--- src/rtl/dual_rd_fifo.sv ---
// dual_rd_fifo: single-write, dual-read FIFO with write-through to both read slots
// when fewer than two entries are stored, so an empty FIFO adds no latency.
module dual_rd_fifo #(
    parameter int Depth = 4,
    parameter int Width = 32
) (
    input  logic                   clk_i,
    input  logic                   rst_ni,
    input  logic                   flush_i,
    input  logic                   wr_valid_i,
    input  logic [Width-1:0]       wr_data_i,
    output logic                   wr_rdy_o,
    output logic [1:0]             rd_valid_o,
    output logic [Width-1:0]       rd_data0_o,
    output logic [Width-1:0]       rd_data1_o,
    input  logic [1:0]             rd_rdy_i,
    output logic [$clog2(Depth):0] level_o
);
    localparam int PtrW = $clog2(Depth) + 1;
    localparam int AddrW = PtrW - 1;
    localparam logic [PtrW-1:0] DepthC = PtrW'(Depth);

    logic [PtrW-1:0]  r_wr_ptr, r_rd_ptr;
    logic [Width-1:0] r_mem [Depth];
    logic [PtrW-1:0]  w_count;
    logic [AddrW-1:0] w_rd_addr0, w_rd_addr1;
    logic             w_wr_acc, w_pop0, w_pop1;

    assign w_count    = r_wr_ptr - r_rd_ptr;
    assign wr_rdy_o   = w_count < DepthC;
    assign w_wr_acc   = wr_valid_i & wr_rdy_o;
    assign w_rd_addr0 = r_rd_ptr[AddrW-1:0];
    assign w_rd_addr1 = w_rd_addr0 + AddrW'(1);
    // count==Depth already sets both valids, so wr_valid_i cannot leak in when full
    assign rd_valid_o[0] = (w_count != '0) | wr_valid_i;
    assign rd_valid_o[1] = (w_count >= PtrW'(2)) | ((w_count == PtrW'(1)) & wr_valid_i);
    assign rd_data0_o = (w_count == '0) ? wr_data_i : r_mem[w_rd_addr0];
    assign rd_data1_o = (w_count == PtrW'(1)) ? wr_data_i : r_mem[w_rd_addr1];
    assign w_pop0  = rd_valid_o[0] & rd_rdy_i[0];
    assign w_pop1  = w_pop0 & rd_valid_o[1] & rd_rdy_i[1];
    assign level_o = w_count;

    always_ff @(posedge clk_i or negedge rst_ni) begin
        if (!rst_ni) begin
            r_wr_ptr <= '0;
            r_rd_ptr <= '0;
            for (int i = 0; i < Depth; i++) r_mem[i] <= '0;
        end else if (flush_i) begin
            r_wr_ptr <= '0;
            r_rd_ptr <= '0;
        end else begin
            if (w_wr_acc) begin
                r_mem[r_wr_ptr[AddrW-1:0]] <= wr_data_i;
                r_wr_ptr <= r_wr_ptr + PtrW'(1);
            end
            r_rd_ptr <= r_rd_ptr + PtrW'({1'b0, w_pop0} + {1'b0, w_pop1});
        end
    end

    // occupancy bound (pops never overtake writes) and slot-1-only accept is illegal
    assert property (@(posedge clk_i) disable iff (!rst_ni) w_count <= DepthC);
    assert property (@(posedge clk_i) disable iff (!rst_ni) !(rd_valid_o[0] && rd_rdy_i == 2'b10));
endmodule

--- config.mk ---
export PLATFORM = sky130hd
export DESIGN_NAME = dual_rd_fifo
export DESIGN_NICKNAME = d
export VERILOG_FILES = /design/src/rtl/dual_rd_fifo.sv
export SDC_FILE = /design/constraint.sdc
export NUM_CORES = 1
export LEC_CHECK = 0
export ABC_AREA = 1
export ABC_CLOCK_PERIOD_IN_PS = 5060
export CAP_MARGIN = 20
export CORE_UTILIZATION = 25
export DETAILED_ROUTE_END_ITERATION = 12
export SYNTH_ARGS = -nofsm -noshare
export SYNTH_HDL_FRONTEND = slang
export SYNTH_SLANG_ARGS = --single-unit
--- constraint.sdc ---
create_clock -name clk_i -period 5.06 [get_ports clk_i]
set_input_delay 1.265 -clock clk_i [delete_from_list [all_inputs] [get_ports clk_i]]
set_output_delay 1.265 -clock clk_i [all_outputs]
set_load 0.03 [all_outputs]
==> results.py <==
metrics = {
    "cts": {
        "clock_latency_ps": 420,
        "cts_buffer_depth": 2,
        "cts-resized-gates": 0,
        "path_clk_slew_ps": 60,
        "ctsHtreeMaxLevel": 4,
        "cts_tree": "yes",
        "ctsHoldBuffers": 0,
        "cts-root-buf": "clkbuf_16",
        "cts.sinks": 134,
        "cts_setup_buffers": 0,
        "numCtsBuffers": 17,
    },
    "status": {
        "status": "complete, no violations",
    },
    "critical_path": {
        "r2r_cells": 13,
        "critPathCaptureType": "primary output",
        "cp_cell_sequence": "inv_1 -> ha_1 -> fa_1 -> inv_1 -> nand2_1 -> nand2_1 -> nand2_1 -> nand2_2 -> nand3_2 -> inv_1 -> buf_4 -> nand2_1 -> nand2_1 -> buf_12",
        "arrival_ps": 3380,
        "critPathRequiredTime_ps": 3800,
        "crit_path_start_kind": "flip-flop",
        "slowest_stage": "nand3_2",
        "path_max_fanout": 18,
        "crit_top_cell": "nand2_1",
        "path_class": "flip-flop to primary output",
        "slowest_delay_ps": 430,
    },
    "synth": {
        "syn_inst": 1254,
        "ys_types": 21,
        "ys_ff_latch": 134,
        "yosysSeqAreaShare_pct": 40.9,
        "yosysTopAreaCellShare_pct": 40.9,
        "synth_nets": 1300,
        "yosys_warnings": 0,
        "synth_top_cells_by_area": "dfrtp_1 41%, nand2_1 28%, nand3_1 12%",
        "yosysTopAreaCell": "dfrtp_1",
        "netlist_area_um2": 8200,
        "syn_avg_cell_area_um2": 6.54,
    },
    "sta": {
        "hold_viol_final": 0,
        "relSlewSlack_pct": 29.0,
        "rsz0062_at_grt": "no",
        "worst_pin_slew_ps": 1060,
        "setup_violations": 0,
        "layout_min_cycle_time_ps": 4640,
        "clock_skew_ps": 7.51,
        "setup_tns_ps": 0,
        "maxSlewViolCount": 0,
        "hold_ws_ps": 479,
        "max_freq_mhz": 215,
        "fin_crit_sh_pct": 91.8,
    },
    "floorplanning": {
        "die-area_um2": 33500,
        "die_x_um": 183,
        "num_rows": 65,
        "fp.dieH_um": 183,
        "core_region_area_um2": 31900,
        "initial_core_util_pct": 25.7,
        "io_pins": 108,
    },
    "cells_and_area": {
        "finish.utilization_pct": 33.0,
        "nets": 1364,
        "antenna_cells": 0,
        "areaGrowthSynthToFinish_pct": 28.1,
        "multiInputGateArea_um2": 4260,
        "nFillCells": 3478,
        "ff_latch_area_um2": 3360,
        "drive_gt1_share_pct": 8.44,
    },
    "route": {
        "ant_nets": 0,
        "wire_per_inst_um": 16.3,
        "dr_wl_met3_um": 1740,
        "routed-wl-met2_um": 13400,
        "highest_layer": "met4",
        "detail_route.vias_per_cell": 4.87,
        "vias": 8582,
        "drt_iter0_markers": 731,
        "drc_errors": 0,
        "wl_met1_um": 13200,
        "routed_wl_um": 28800,
        "first_pass_iters": 5,
    },
    "hold_path": {
        "min_path_cells": 2,
        "hp-class": "flip-flop to flip-flop",
    },
    "placed_design": {
        "numPortBuffers": 107,
        "gp_congestion": 0.790,
        "hpwl_um": 17200,
    },
    "job": {
        "max_cap_violations": 0,
    },
    "grt": {
        "grt.total_usage_pct": 17.6,
        "grt_first_pass_wirelength_um": 45600,
        "grt_max_degree": 109,
        "grt_pass1_vias": 8169,
        "grt-ovfl-total": 0,
        "antenna_found_initial": 0,
    },
}
-- worst paths after layout --
path,start,slack [ps],to
min in group asynchronous,rst_ni,800,r_wr_ptr[2]$_DFFE_PN0P_
worst max register to register,r_wr_ptr[0]$_DFFE_PN0P_,2150,r_rd_ptr[2]$_DFF_PN0_
worst max-delay path,r_wr_ptr[0]$_DFFE_PN0P_,420,rd_data1_o[8]
max in group asynchronous,rst_ni,3140,r_mem[70]$_DFFE_PN0P_
worst min register to register,r_mem[57]$_DFFE_PN0P_,480,r_mem[57]$_DFFE_PN0P_
worst min-delay path,r_mem[57]$_DFFE_PN0P_,480,r_mem[57]$_DFFE_PN0P_
-- logic make-up after synthesis --
group,synth area share (%)
xor+xnor,0.107
simple gates,42.2
fa+ha+maj,1.40
flops,40.9
buf+inv,7.26
compound gates,8.18
-- cell usage after synthesis --
cell type and n:
inv_1 32, buf_6 11, nand2_1 610, clkinv_1 2, nand3_2 1, buf_1 7
ha_1 6, a21oi_1 48, nand3b_1 1, nor2_1 35, dfrtp_1 134, nand4_1 4
nand2_2 1, nor2_2 1, nand3_1 196, clkbuf_1 48, inv_2 2, fa_1 2
xor2_1 1, o21ai_0 86, buf_2 26
-- cell type report --
cell class / count / share of cell area, %
tap: 435 / 5.18
clock buffer: 23 / 4.55
inverter: 36 / 1.29
clock inverter: 5 / 0.500
timing repair buffer: 137 / 16.0
multi-input combinational: 992 / 40.6
sequential: 134 / 31.9
-- cell usage in the layout, fill, tap and decap left out --
master,count
clkbuf_1,3
nand3_1,196
nor2_4,1
inv_2,4
clkbuf_8,3
buf_6,1
buf_12,38
nand2_4,1
nand4_1,4
clkinv_2,3
buf_4,37
a21oi_1,48
nand2_2,1
fa_1,2
nand3b_1,1
nand3_2,1
buf_16,1
nor2_1,35
bufinv_16,1
nand2_1,609
clkinv_1,1
ha_1,6
clkinvlp_4,1
dfrtp_2,2
dfrtp_1,132
xor2_1,1
clkdlybuf4s50_1,60
inv_1,31
o21ai_0,86
clkbuf_16,17
-- flip-flops by register name, summed over array words and instances, names as in the netlist --
| register | flops |
|---|---|
| r_mem | 128 |
| r_wr_ptr | 3 |
| r_rd_ptr | 3 |
-- through the flow --
step | cell area (um2) | instances | setup WS [ps]
after global routing | 10500 | 1762 | 84.2
after floorplan | 8200 | 1254 | 1470
after detailed placement | 9940 | 1733 | 653
after global placement | 9940 | 1733 | 694
after CTS | 10500 | 1761 | 198
final | 10500 | 1762 | 416
-- metal layers --
metal,GRT usage [%],vias up
met2,28.9,329
met1,23.7,4087
met3,2.80,29
met5,0,-
met4,5.20,0
li1,-,4137
-- critical path, delay by kind of cell, from the launching register on --
| kind | cells | cell delay [ps] |
|---|---|---|
| AND/OR/NAND/NOR | 7 | 1100 |
| flip-flops | 1 | 380 |
| buffers and inverters | 5 | 840 |
| adder cells (fa/ha/maj) | 2 | 630 |
Power is left out: the tool's default activity adds up to more than one toggle a clock period on the data nets, which glitch-free logic cannot reach.
